==> src/rtl/fifo_xfer_pkg.sv <==
// Shared types and default sizing for the feature-buffer transfer sequencer.
package fifo_xfer_pkg;

  localparam int DW_DEF      = 8;
  localparam int DEPTH_DEF   = 16;
  localparam int TIMEOUT_DEF = 64;

  typedef enum logic [2:0] {
    IDLE = 3'd0,
    XFER = 3'd1,
    DUMP = 3'd2,
    DONE = 3'd3,
    ERR  = 3'd4
  } xfer_state_t;

endpackage

==> src/rtl/xfer_buf.sv <==
// DEPTH x DW register array: one synchronous write port, one combinational
// read port. Contents are not reset; they are only meaningful after a load.
module xfer_buf
  import fifo_xfer_pkg::*;
#(
  parameter  int DW    = DW_DEF,
  parameter  int DEPTH = DEPTH_DEF,
  localparam int AW    = $clog2(DEPTH)
) (
  input  logic          clk,
  input  logic          we,
  input  logic [AW-1:0] waddr,
  input  logic [DW-1:0] wdata,
  input  logic [AW-1:0] raddr,
  output logic [DW-1:0] rdata
);

  logic [DW-1:0] mem [DEPTH];

  // single write port, no reset on the storage
  always_ff @(posedge clk) begin
    if (we) mem[waddr] <= wdata;
  end

  assign rdata = mem[raddr];

endmodule

==> src/rtl/fifo_xfer_ctrl.sv <==
// Transfer sequencer: load a block into src, push it through the external
// FIFO while draining the FIFO into dst, then replay dst on port_D.
//
//   state | meaning
//   IDLE  | accept loads into src; wait for s_sig with a full block
//   XFER  | write src into FIFO and read FIFO into dst concurrently
//   DUMP  | replay dst on port_D, one word per cycle
//   DONE  | one-cycle wrap-up; counters cleared on the way back to IDLE
//   ERR   | watchdog tripped; strobes held low until s_sig
module fifo_xfer_ctrl
  import fifo_xfer_pkg::*;
#(
  parameter int DW      = DW_DEF,
  parameter int DEPTH   = DEPTH_DEF,
  parameter int CW      = $clog2(DEPTH) + 1,
  parameter int TIMEOUT = TIMEOUT_DEF
) (
  input  logic          clk,
  input  logic          rst,
  input  logic [DW-1:0] port_A,
  input  logic          W_en,
  input  logic          s_sig,
  input  logic          R_en,
  input  logic [DW-1:0] fifo_rdata,
  input  logic          fifo_wfull,
  input  logic          fifo_rempty,
  output logic [DW-1:0] fifo_wdata,
  output logic          fifo_winc,
  output logic          fifo_rinc,
  output logic [DW-1:0] port_D,
  output logic          port_D_valid,
  output logic          busy,
  output logic          done,
  output logic          err
);

  localparam int AW = $clog2(DEPTH);
  localparam int SW = $clog2(TIMEOUT + 1);

  localparam logic [CW-1:0] DEPTH_C   = CW'(DEPTH);
  localparam logic [CW-1:0] LAST_C    = CW'(DEPTH - 1);
  localparam logic [SW-1:0] TIMEOUT_C = SW'(TIMEOUT);

  xfer_state_t state, next_state;

  logic [CW-1:0] load_cnt;
  logic [CW-1:0] wr_cnt;
  logic [CW-1:0] rd_cnt;
  logic [CW-1:0] out_cnt;
  logic [SW-1:0] stall_cnt;

  logic          load_full;
  logic          load_we;
  logic          clr_cnt;
  logic          xfer_entry;
  logic [DW-1:0] src_rdata;
  logic [DW-1:0] dst_rdata;

  assign load_full  = (load_cnt == DEPTH_C);
  assign load_we    = (state == IDLE) && W_en && !load_full && !rst;
  // DONE always returns to IDLE; ERR leaves only on s_sig and forces a reload
  assign clr_cnt    = (state == DONE) || ((state == ERR) && s_sig);
  assign xfer_entry = (state == IDLE) && (next_state == XFER);

  // Strobes are the only input-to-output paths; rst gates them so nothing
  // reaches the FIFO during the reset cycle.
  assign fifo_winc  = (state == XFER) && (wr_cnt < DEPTH_C) && !fifo_wfull && !rst;
  assign fifo_rinc  = (state == XFER) && (rd_cnt < DEPTH_C) && R_en && !fifo_rempty && !rst;
  assign fifo_wdata = src_rdata;

  assign busy = (state != IDLE);

  xfer_buf #(.DW(DW), .DEPTH(DEPTH)) u_src (
    .clk   (clk),
    .we    (load_we),
    .waddr (load_cnt[AW-1:0]),
    .wdata (port_A),
    .raddr (wr_cnt[AW-1:0]),
    .rdata (src_rdata)
  );

  xfer_buf #(.DW(DW), .DEPTH(DEPTH)) u_dst (
    .clk   (clk),
    .we    (fifo_rinc),
    .waddr (rd_cnt[AW-1:0]),
    .wdata (fifo_rdata),
    .raddr (out_cnt[AW-1:0]),
    .rdata (dst_rdata)
  );

  // state register
  always_ff @(posedge clk) begin
    if (rst) state <= IDLE;
    else     state <= next_state;
  end

  // next-state decode; a completed read side wins over a same-cycle watchdog hit
  always_comb begin
    next_state = state;
    unique case (state)
      IDLE: if (s_sig && load_full)          next_state = XFER;
      XFER: if (rd_cnt == DEPTH_C)            next_state = DUMP;
            else if (stall_cnt == TIMEOUT_C)  next_state = ERR;
      DUMP: if (out_cnt == LAST_C)            next_state = DONE;
      DONE:                                   next_state = IDLE;
      ERR:  if (s_sig)                        next_state = IDLE;
      default:                                next_state = IDLE;
    endcase
  end

  // block counters: each stops at DEPTH because its strobe is gated there
  always_ff @(posedge clk) begin
    if (rst) begin
      load_cnt <= '0;
      wr_cnt   <= '0;
      rd_cnt   <= '0;
      out_cnt  <= '0;
    end else if (clr_cnt) begin
      load_cnt <= '0;
      wr_cnt   <= '0;
      rd_cnt   <= '0;
      out_cnt  <= '0;
    end else begin
      if (load_we)         load_cnt <= load_cnt + 1'b1;
      if (fifo_winc)       wr_cnt   <= wr_cnt + 1'b1;
      if (fifo_rinc)       rd_cnt   <= rd_cnt + 1'b1;
      if (state == DUMP)   out_cnt  <= out_cnt + 1'b1;
    end
  end

  // stall watchdog: counts XFER cycles since the last read, R_en notwithstanding
  always_ff @(posedge clk) begin
    if (rst) begin
      stall_cnt <= '0;
    end else if (xfer_entry || fifo_rinc) begin
      stall_cnt <= '0;
    end else if ((state == XFER) && (stall_cnt != TIMEOUT_C)) begin
      stall_cnt <= stall_cnt + 1'b1;
    end
  end

  // registered outputs; done lands one cycle after the last replayed word
  always_ff @(posedge clk) begin
    if (rst) begin
      port_D       <= '0;
      port_D_valid <= 1'b0;
      done         <= 1'b0;
      err          <= 1'b0;
    end else begin
      port_D_valid <= (state == DUMP);
      if (state == DUMP) port_D <= dst_rdata;
      done         <= (state == DONE);
      err          <= (next_state == ERR);
    end
  end

endmodule

==> config.mk <==
export PLATFORM = sky130hd
export DESIGN_NAME = fifo_xfer_ctrl
export DESIGN_NICKNAME = d
export VERILOG_FILES = /design/src/rtl/fifo_xfer_pkg.sv /design/src/rtl/xfer_buf.sv /design/src/rtl/fifo_xfer_ctrl.sv
export SDC_FILE = /design/constraint.sdc
export NUM_CORES = 1
export LEC_CHECK = 0
export ABC_AREA = 0
export CAP_MARGIN = 20
export CORE_ASPECT_RATIO = 1.4
export CORE_UTILIZATION = 57
export CTS_BUF_LIST = sky130_fd_sc_hd__clkbuf_8
export CTS_CLUSTER_DIAMETER = 40
export DETAILED_ROUTE_END_ITERATION = 6
export PLACE_DENSITY = 0.78
export SYNTH_ARGS = -nofsm -noshare
export SYNTH_HDL_FRONTEND = slang
export SYNTH_SLANG_ARGS = --single-unit
==> constraint.sdc <==
create_clock -name clk -period 3 [get_ports clk]
set_input_delay 0.75 -clock clk [delete_from_list [all_inputs] [get_ports clk]]
set_output_delay 0.75 -clock clk [all_outputs]
set_load 0.1 [all_outputs]
Word-level counts from Yosys, hierarchy flattened
Memories as Yosys holds them, arrays and structs flattened. A register that Yosys moved wholly into a read port is not among the register bits.
Index checks and enable logic that the tools add are counted.
Word-level totals
  bits in registers: 33
  bits in latches: 0
  bits in writable memories: 256
  ROM bits: 0
  output and inout port bits: 22
  word-level logic and storage cells: 65
  memories kept: 2
Memories
  u_dst.mem: depth 16, width 8, rd ports 1, clocked after Yosys merged registers in 1, write ports 1, RTL line xfer_buf.sv:18  | logic [DW-1:0] mem [DEPTH];
  u_src.mem: depth 16, width 8, rd ports 1, clocked after Yosys merged registers in 1, write ports 1, RTL line xfer_buf.sv:18
Operators by class
  add/subtract/negate cells: 5
  multipliers: 0
  divide/modulo/power cells: 0
  order comparisons: 2
  equality and inequality tests: 11
  shift operators: 0
  mux-type cells: 12
  bitwise gates (word level): 0
  reductions and logical operators: 24
Operators by type and width (count)
  5-bit by 1-bit adder with 5-bit output, second input constant: 4
  3-bit two-way mux: 5
  1-bit logical AND: 14
  3-bit case mux with 4 select lines: 1
  5-bit == test, second input constant: 2
  5-bit < comparator, second input constant: 2
  4-bit two-way mux: 2
  7-bit by 1-bit adder with 7-bit output, second input constant: 1
  7-bit == test, second input constant: 1
  7-bit != test, second input constant: 1
  3-bit by 1-bit == test with 1-bit output, second input constant: 2
  3-bit by 2-bit == test with 1-bit output, second input constant: 2
  3-bit == test, second input constant: 2
  5-bit by 4-bit == test with 1-bit output, second input constant: 1
  1-bit zero test: 4
  1-bit two-way mux: 4
  2-bit OR reduction: 2
  3-bit zero test: 1
  3-bit nonzero test: 1
  1-bit logical OR: 2

Logic depth before layout (Yosys ltp)
Gate-level depths: netlist (run 1).
  depth in word-level cells: 8
  depth in mapped cells: 6

Hierarchy
Synthesis (run 1) repeated with hierarchy kept, for this count alone.
Unflattened totals
  cell total of the unflattened synthesis: 652
  area, all modules: 11881.4 um^2
By module, submodules not included
  xfer_buf: times used 2, cells each 221, area an instance 4987.3 um^2, sequential area each 3843.7 um^2
  fifo_xfer_ctrl: times used 1, cells each 210, area an instance 1906.8 um^2, sequential area each 820.8 um^2

Least setup slack after synthesis (run 1)
OpenSTA, ideal clock, no wires.
  path kind: input to register
  start point: in fifo_rempty
  end point: mem u_dst.mem[0][0] (netlist bit) (enable)
  library setup time: 0.383 ns
  arrival time: 3.576 ns
  setup slack: -0.959 ns
  stages: 4
  buffers on the path: 0
  path through: or4b_4 nor3_2 nand2_1 nor3_1
On the way
  longest elaborated chain between the ends: 5
RTL lines
  start: declaration: RTL line fifo_xfer_ctrl.sv:26  | input logic fifo_rempty,
  1-bit zero test: RTL line fifo_xfer_ctrl.sv:68  | assign fifo_rinc = (state == XFER) && (rd_cnt < DEPTH_C) && R_en && !fifo_rempty && !rst;
  1-bit logical AND (2 in series): RTL line fifo_xfer_ctrl.sv:68
  via fifo_rinc: RTL line fifo_xfer_ctrl.sv:29  | output logic fifo_rinc,
  1-bit two-way mux: RTL line xfer_buf.sv:22  | if (we) mem[waddr] <= wdata;
  1-bit two-way mux (implied by the code): RTL line xfer_buf.sv:22
  end: declaration: RTL line xfer_buf.sv:18
The timed path passes the listed nets, and every way through them passes these cells.

==> impl_metrics.json, run 1 <==
{
  "status": "finished, violations left",
  "timing.rr.start": "state[2]",
  "p_int_mw": 6.29,
  "critical_path_class": "reg -> out",
  "fin_hold_ws_ns": 0.494,
  "num_rows": 61,
  "drc": 0,
  "gp_congestion": 0.881,
  "max-vdd-ir-drop_mv": 0.373,
  "grt-ovfl-total": 0,
  "fillers": 1224,
  "cp_max_fo": 8,
  "synth_area_leaders": "edfxtp_1 65%, mux4_2 13%, dfxtp_1 7.6%",
  "antenna_left": 0,
  "chipWidth_um": 124,
  "cts_buffer_depth": 3,
  "die_h_um": 172,
  "synth_ff_type": "edfxtp_1",
  "finalHoldViolations": 0,
  "crit_path_end_kind": "output port",
  "switching_share_pct": 20.6,
  "ys_seq_elements": 301,
  "finalCriticalPeriod_ns": 3.18,
  "p_per_area_nw_per_um2": 569,
  "path_clk_slew_ns": 0.07,
  "gr-usage-all-layers_pct": 25.0,
  "yosysWarnings": 0,
  "violations": "setup timing",
  "ys_seq_area_share_pct": 72.9,
  "finClkSkew_ns": 0.0177,
  "hp-class": "reg -> reg",
  "synth_top_area_share_pct": 65.3,
  "fin_nets": 777,
  "report.final.slew_viol_count": 0,
  "via_count": 6214,
  "fin_ws_ns": -0.185,
  "worst_pin_slew_ns": 0.874,
  "cts_buffers": 43,
  "p_leak_nw": 4.58,
  "syn-num-nets": 668,
  "drv_cap": 0,
  "cts_root_buf": "clkbuf_8",
  "drive_gt1_share_pct": 31.7,
  "clock_latency_ns": 0.55,
  "yosysTopAreaCell": "edfxtp_1",
  "worstPathRequired_ns": 2.25,
  "yosysUniqueCellTypes": 47,
  "cp.arrival_ns": 2.43,
  "port-buffer-count": 44,
  "rsz0062_at_grt": "yes",
  "dp_hpwl_um": 15700,
  "finalCritPeriodShare_pct": 106,
  "area_growth_pct": 18.4,
  "core_area_um2": 20100,
  "postCtsHoldBufs": 0,
  "seqPwrFrac_pct": 57.4,
  "relSlewSlack_pct": 41.6,
  "comb_power_share_pct": 2.6,
  "setup_viol": 8,
  "dieArea_um2": 21300,
  "cts_tree": "yes",
  "htree_levels": 2,
  "synth_area_per_cell_um2": 18.6,
  "crit_path_start_kind": "register",
  "io_pins": 45,
  "syn_area_um2": 11800,
  "async_flop_share_pct": 0,
  "cts_sinks": 301,
  "grt_pass1_vias": 6581,
  "grt_max_degree": 37,
  "clockPowerShare_pct": 40.1,
  "drt_first_pass_iters": 5,
  "grt_pass1_wl_um": 37900,
  "synthCells": 632,
  "initial_core_util_pct": 58.7,
  "wl_um": 24600,
  "antenna_found_initial": 0,
  "worstHoldStart": "wr_cnt[4]",
  "wire_per_inst_um": 24.0,
  "power.switching_mw": 1.64,
  "timing.fmax_mhz": 314,
  "antenna_cells": 0,
  "viasPerCell": 6.04,
  "drt_iter0_drc": 485,
  "synth_edf_count": 256,
  "utilization_pct": 69.5
}
path summary, 6_finish.rpt:
check,slack [ns],depth (start not counted),to
max,-0.18,5,fifo_wdata[2]
min,0.49,2,wr_cnt[4]
max reg2reg,0.59,5,u_dst.mem[3][6]
min reg2reg,0.49,2,wr_cnt[4]
flip-flops by register name (all words and copies together), names as in the netlist, named ones only:
name and cells:
u_dst.mem 128, done 1, port_D_valid 1, wr_cnt 5
err 1, stall_cnt 7, load_cnt 5, u_src.mem 128
port_D 8, out_cnt 5, state 3, rd_cnt 5
final cells by class:
type	instances	area [um2]	share of cell area, %
flip-flops and latches	301	8590	61.6
multi-input cells	290	3090	22.2
repair buffers	96	1040	7.49
clock buffers	49	674	4.84
well taps	252	315	2.26
clock inverters	31	191	1.37
inverters	9	33.8	0.242
stage by stage:
stage | cells | area [um2] | power [mW] | setup slack, ns | setup TNS, ns
floorplan | 632 | 11900 | 4.71 | -0.136 | -12.25
global placement | 944 | 13000 | 4.83 | -0.0154 | -0.123
detailed placement | 944 | 13000 | 4.84 | -0.0510 | -0.407
CTS | 1030 | 14000 | 7.99 | -0.248 | -1.81
global route | 1028 | 13900 | 8.17 | -0.251 | -1.85
finish | 1028 | 13900 | 7.93 | -0.185 | -1.37
cells in the mapped netlist, types with 8 or more instances:
| cell type | count |
|---|---|
| nor2_1 | 56 |
| xor2_1 | 12 |
| buf_2 | 11 |
| dfxtp_1 | 45 |
| edfxtp_1 | 256 |
| inv_1 | 9 |
| nand2_1 | 13 |
| mux2_2 | 20 |
| clkbuf_1 | 17 |
| nor3_1 | 18 |
| nand2b_1 | 8 |
| ha_1 | 13 |
| mux4_2 | 66 |
layout by cell type, fill, tap and decap left out, types with 4 or more instances in the layout:
master / count
ha_1: 13
nor2_2: 10
xnor2_1: 5
and2_1: 4
clkinv_2: 8
xor2_1: 12
clkbuf_8: 49
clkdlybuf4s50_1: 22
dfxtp_1: 43
nand3_1: 7
mux2i_1: 7
clkinv_1: 6
a221o_1: 7
nor3_1: 15
nor2b_1: 5
buf_4: 53
mux4_2: 66
o22ai_1: 6
inv_1: 21
nor3_4: 4
nand4_1: 4
nand2_1: 10
nand2b_1: 8
mux2_2: 20
buf_12: 18
nor2_1: 47
edfxtp_1: 256
worst max-delay path: stages (launching register included):
cell	delay [ns]
dfxtp_4	0.40
buf_12	0.13
buf_16	0.14
mux4_2	0.51
mux4_2	0.51
buf_12	0.19
cell families (layout without fill, tap and decap cells):
logic type      count (synthesis)  count (layout)  synth area share, %
compound gates                 30              30                 1.89
mux                            93              93                 15.1
xor+xnor                       17              17                 1.26
buf+inv                        41             185                 1.46
flops                         301             301                 72.9
fa+ha+maj                      13              13                 1.38
simple gates                  137             137                 5.98
power groups by stage:
stage                     sequential [mW]  combinational (mW)  clock [mW]
after floorplan                      4.64              0.0763           0
after global placement               4.64               0.194           0
after detailed placement             4.64               0.202           0
after CTS                            4.55               0.203        3.24
after global routing                 4.55               0.214        3.41
final                                4.55               0.202        3.18
layer usage:
metal	part of all wire [%]	GRT usage, %
met5	0	0
met4	2.9	9.53
met3	4.5	4.16
met2	56	45.7
met1	36	29.0
repair_timing:
action                     in CTS  in global routing
buffers inserted                3                  0
cloned                          3                  0
hold endpoints to repair        0                  0
setup endpoints to repair       8                  8
resized for setup               5                  0
(Power assumes the default switching activity.)
==> inputs of run 2 (changes only) <==
- ABC_CLOCK_PERIOD_IN_PS: not set -> 3000
- PLACE_DENSITY: 0.78 -> 0.85
==> impl_metrics.json, run 2 (synthesis gave the netlist of run 1 again) <==
{
  "viasPerCell": 6.00,
  "finalCritPeriodShare_pct": 106,
  "antenna_left": 0,
  "core_area_um2": 20100,
  "chipWidth_um": 124,
  "status": "finished, violations left",
  "finClkSkew_ns": 0.0292,
  "cp.arrival_ns": 2.42,
  "report.final.slew_viol_count": 0,
  "grt_pass1_vias": 6670,
  "initial_core_util_pct": 58.7,
  "dieArea_um2": 21300,
  "wl_met2_um": 13400,
  "path_clk_slew_ns": 0.06,
  "largest_registers": "u_dst.mem (128), u_src.mem (128), port_D (8)",
  "crit_path_start_kind": "register",
  "worstPathRequired_ns": 2.25,
  "dp_hpwl_um": 16000,
  "finalCriticalPeriod_ns": 3.17,
  "crit_path_end_kind": "output port",
  "critical_path_class": "reg -> out",
  "post_cts_buffers": 0,
  "layout_common_cells": "256 x edfxtp_1, 66 x mux4_2, 52 x buf_4",
  "cts_buffer_depth": 3,
  "fin_tns_setup_ns": -1.28,
  "rr_worst_depth": 6,
  "worst_pin_slew_ns": 0.757,
  "clock_latency_ns": 0.55,
  "p_per_area_nw_per_um2": 565,
  "grt_max_degree": 33,
  "num_rows": 61,
  "m1WireLength_um": 8770,
  "cp_max_fo": 8,
  "layout_commonest_cell": "edfxtp_1",
  "drc": 0,
  "drt_first_pass_iters": 5,
  "dr_wl_met3_um": 1150,
  "relSlewSlack_pct": 49.5,
  "drt_iter0_drc": 537,
  "wl_um": 24300,
  "timing.fmax_mhz": 316,
  "via_count": 6129,
  "finalPower_mw": 7.83,
  "drive_gt1_share_pct": 30.8,
  "cts_tree": "yes",
  "die_h_um": 172,
  "crit_path_top_delay_cell": "mux4_2",
  "r2r_slack_ns": 0.48,
  "antenna_found_initial": 0,
  "finalHoldViolations": 0,
  "grt-ovfl-total": 0,
  "path_buf_inv": 2,
  "cts_buffers": 42,
  "cts_sinks": 301,
  "setup_viol": 8,
  "gp_congestion": 0.863,
  "utilization_pct": 69.0,
  "antenna_cells": 0,
  "fin_ws_ns": -0.167,
  "cts_root_buf": "clkbuf_8",
  "fin_nets": 772,
  "grt_pass1_wl_um": 37400,
  "timing.rr.start": "state[2]",
  "htree_levels": 2,
  "io_pins": 45,
  "area_growth_pct": 17.6,
  "drv_cap": 0,
  "holdPathStages": 1,
  "rsz0062_at_grt": "yes",
  "r2r_end": "u_src.mem[2][6]",
  "top_layer": "met4",
  "p_leak_nw": 4.55,
  "violations": "setup timing",
  "fillers": 1178,
  "gr-usage-all-layers_pct": 24.6,
  "whs_endpoint": "port_D[6]",
  "worst_path_dominant_cell_family": "multiplexers",
  "hp-class": "reg -> reg",
  "slowest_delay_ns": 0.54,
  "cp_cell_sequence": "buf_12, mux4_2, mux4_2, buf_12",
  "wire_per_inst_um": 23.8,
  "port-buffer-count": 44,
  "max-vdd-ir-drop_mv": 0.441,
  "worstHoldStart": "port_D[6]"
}
-- run 2: changes by cell type in the layout (fill, tap and decap cells not counted), moves of 2 or more --
| cell | before | now |
|---|---|---|
| buf_12 | 18 | 16 |
| clkinv_2 | 8 | 4 |
| clkinvlp_4 | 2 | 0 |
| inv_1 | 21 | 24 |
-- run 2: routing by layer --
metal,track usage [%],up-vias
met1,27.5,3093
met5,0,-
met2,45.3,238
met3,3.86,72
met4,11.5,0
li1,-,2726
-- run 2: worst reg2reg max path: stages (launching register included) --
cell and delay, ns:
dfxtp_1 0.44, nor3_1 0.47, inv_1 0.16, nor3b_2 0.42
nand2_1 0.20, nor3_1 0.24, buf_4 0.25
-- run 2: area by class of cell --
type	instances	area [um2]	area share [%]
clock buffers	50	688	4.97
repair buffers	92	986	7.12
well taps	252	315	2.28
inverters	9	33.8	0.244
clock inverters	28	146	1.06
multi-input cells	290	3090	22.3
flip-flops and latches	301	8590	62.0
-- run 2: through the flow --
step	setup WS (ns)	area [um2]	hold WS [ns]	instances
after floorplan	-0.136	11900	0.441	632
after global placement	0.00424	13000	0.470	942
after detailed placement	-0.0333	13000	0.488	942
after CTS	-0.214	13900	0.502	1022
after global routing	-0.243	13900	0.515	1022
final	-0.167	13900	0.493	1022
-- run 2: repair_timing --
action / CTS / global route
hold endpoints to repair: 0 / 0
gates cloned: 2 / 0
endpoints found under the setup margin: 8 / 8
hold buffers: 0 / 0
gates resized for setup: 3 / 0
-- run 2: how the worst max path moves through the flow --
| stage | slack, ns | end | cells past startpoint | startpoint |
|---|---|---|---|---|
| 2_1_floorplan | -0.14 | u_dst.mem[10][0] | 4 | fifo_rempty |
| 3_3_place_gp | 0.004 | u_dst.mem[3][0] | 6 | R_en |
| 3_5_place_dp | -0.03 | u_dst.mem[3][2] | 6 | R_en |
| 4_1_cts | -0.21 | fifo_wdata[7] | 4 | register |
| 5_1_grt | -0.24 | fifo_wdata[1] | 4 | register |
| 6_report | -0.17 | fifo_wdata[7] | 4 | register |
-- run 2: power breakdown --
group          internal, mW  switching [mW]  leakage [nW]
Sequential             4.54         0.00455          2.67
Combinational        0.0685           0.134          1.39
Clock                  1.61            1.47         0.488
Total                  6.22            1.61          4.55
==> inputs of run 3 (changes only) <==
- ABC_AREA: 0 -> 1
- CORE_UTILIZATION: 57 -> 60
- DONT_BUFFER_PORTS: not set -> 1
- PLACE_DENSITY: 0.85 -> 0.86
==> impl_metrics.json, run 3 <==
{
  "crit_path_top_delay_cell": "dfxtp_2",
  "slowest_delay_ns": 0.52,
  "num_rows": 62,
  "htree_levels": 2,
  "cts_root_buf": "clkbuf_8",
  "m1WireLength_um": 9670,
  "port-buffer-count": 0,
  "core_area_um2": 20700,
  "fin_tns_setup_ns": 0,
  "io_pins": 45,
  "gr-usage-all-layers_pct": 25.8,
  "finalHoldViolations": 0,
  "critical_path_class": "reg -> out",
  "ys_seq_area_share_pct": 67.2,
  "grt_pass1_vias": 8735,
  "drc": 4,
  "timing.rr.start": "out_cnt[3]",
  "dieArea_um2": 21900,
  "antenna_found_initial": 1,
  "grt_pass1_wl_um": 43400,
  "fin_nets": 1298,
  "fin_area_um2": 14300,
  "r2r_end": "out_cnt[4]",
  "crit_path_start_kind": "register",
  "max-vdd-ir-drop_mv": 0.445,
  "die_h_um": 175,
  "initial_core_util_pct": 61.7,
  "chipWidth_um": 125,
  "grt-ovfl-total": 0,
  "p_per_area_nw_per_um2": 562,
  "cts_buffer_depth": 3,
  "drt_first_pass_iters": 7,
  "synth_ff_type": "edfxtp_1",
  "hp-class": "in -> reg",
  "dp_hpwl_um": 18100,
  "drive_gt1_share_pct": 11.7,
  "report.final.slew_viol_count": 0,
  "dp_worst_setup_slack_ns": 0.570,
  "syn_area_um2": 12800,
  "yosysTopAreaCell": "edfxtp_1",
  "cts_tree": "yes",
  "p_leak_nw": 5.59,
  "cp.arrival_ns": 2.13,
  "via_count": 8708,
  "antenna_left": 0,
  "async_flop_share_pct": 0,
  "finalCritPeriodShare_pct": 96.1,
  "drv_cap": 0,
  "crit_path_end_kind": "output port",
  "status": "finished, violations left",
  "r2r_slack_ns": 0.74,
  "largest_registers": "u_dst.mem (128), u_src.mem (128), port_D (8)",
  "cp_max_fo": 49,
  "dr_wl_met3_um": 1880,
  "synth_most_common_cell": "nand2_1",
  "drt_iter0_drc": 697,
  "path_clk_slew_ns": 0.07,
  "ys_seq_elements": 301,
  "rsz0062_at_grt": "no",
  "layout_commonest_cell": "nand2_1",
  "wl_um": 27500,
  "grt_max_degree": 55,
  "top_layer": "met5",
  "placed_cells": 1469,
  "setup_viol": 0,
  "synth_area_per_cell_um2": 10.5,
  "worst_pin_slew_ns": 0.989,
  "timing.fmax_mhz": 347,
  "syn-num-nets": 1249,
  "finClkSkew_ns": 0.0317,
  "clock_latency_ns": 0.55,
  "rr_worst_depth": 6,
  "viasPerCell": 5.60,
  "synth_area_leaders": "edfxtp_1 60%, nand2_1 8.5%, dfxtp_1 7.0%",
  "synthCells": 1213,
  "yosysWarnings": 0,
  "dpl-instance-area_um2": 13300,
  "postCtsHoldBufs": 0,
  "layout_common_cells": "290 x nand2_1, 256 x edfxtp_1, 179 x inv_1",
  "cts_sinks": 301,
  "fin_hold_ws_ns": 0.255,
  "finalCriticalPeriod_ns": 2.88,
  "post_cts_resized": 0,
  "wl_met2_um": 14500,
  "crit_path_end": "fifo_wdata[2]",
  "yosys-top-cells-count": "290 x nand2_1, 256 x edfxtp_1, 171 x inv_1",
  "synth_edf_count": 256,
  "gp_congestion": 0.869,
  "crit_top_cell": "nand3_1",
  "synth_top_area_share_pct": 60.1,
  "worstPathRequired_ns": 2.25,
  "cp_cell_sequence": "buf_12, o211ai_1, nand3_1, nand3_1, nand2_1, buf_4",
  "violations": "DRC",
  "instances_no_fill": 1554,
  "wire_per_inst_um": 17.7,
  "relSlewSlack_pct": 34.0,
  "cts_buffers": 46,
  "antenna_cells": 0,
  "yosysUniqueCellTypes": 37,
  "fin_ws_ns": 0.117,
  "area_growth_pct": 11.6
}
[run 3: worst min-delay path by stage]
| stage | start | end | slack [ns] | cells after the start |
|---|---|---|---|---|
| final | rst | state[2] | 0.25 | 1 |
| after global routing | rst | state[2] | 0.23 | 1 |
| after CTS | rst | state[2] | 0.23 | 1 |
| after detailed placement | stall_cnt[6] | stall_cnt[6] | 0.47 | 2 |
| after global placement | out_cnt[4] | out_cnt[4] | 0.45 | 2 |
| after floorplan | out_cnt[4] | out_cnt[4] | 0.44 | 2 |
[run 3: final cells by class]
type / count / area, um2
clock buffer: 54 / 743
tap: 256 / 320
multi-input combinational: 673 / 3260
inverter: 183 / 688
fill: 1423 / 6440
sequential: 301 / 8590
timing repair buffer: 57 / 465
clock inverter: 30 / 196
[run 3: timing repair]
item,in CTS,in global routing
buffers inserted,0,1
endpoints found under the setup margin,0,3
endpoints found under the hold margin,0,0
[run 3: logic make-up after synthesis]
group	Yosys count	synth area share, %
fa+ha+maj	13	1.27
buf+inv	239	7.33
xor+xnor	10	0.685
flops	301	67.2
compound gates	134	6.08
simple gates	516	17.5
[run 3: layer usage]
| metal | track usage [%] | vias to the layer above |
|---|---|---|
| met4 | 15.3 | 2 |
| met5 | 0 | - |
| met3 | 5.08 | 116 |
| li1 | - | 4159 |
| met1 | 27.0 | 4044 |
| met2 | 47.7 | 387 |
[run 3: stage by stage]
stage | util, % | power, mW
3_3_place_gp | 64.3 | 4.74
3_5_place_dp | 64.3 | 4.74
6_report | 68.9 | 8.02
5_1_grt | 68.9 | 8.23
2_1_floorplan | - | 4.71
4_1_cts | 68.8 | 8.06
[run 3: power breakdown]
group | internal [mW] | switching [mW] | total, mW
Combinational | 0.0224 | 0.0778 | 0.100
Sequential | 4.55 | 0.00429 | 4.55
Clock | 1.83 | 1.54 | 3.37
Total | 6.40 | 1.62 | 8.02
[run 3: critical path, delay by kind of cell (launching register included)]
kind	cells	cell delay (ns)
buffers and inverters	2	0.55
AND/OR/NAND/NOR	3	0.36
AO/OA/AOI/OAI	1	0.12
flip-flops	1	0.52
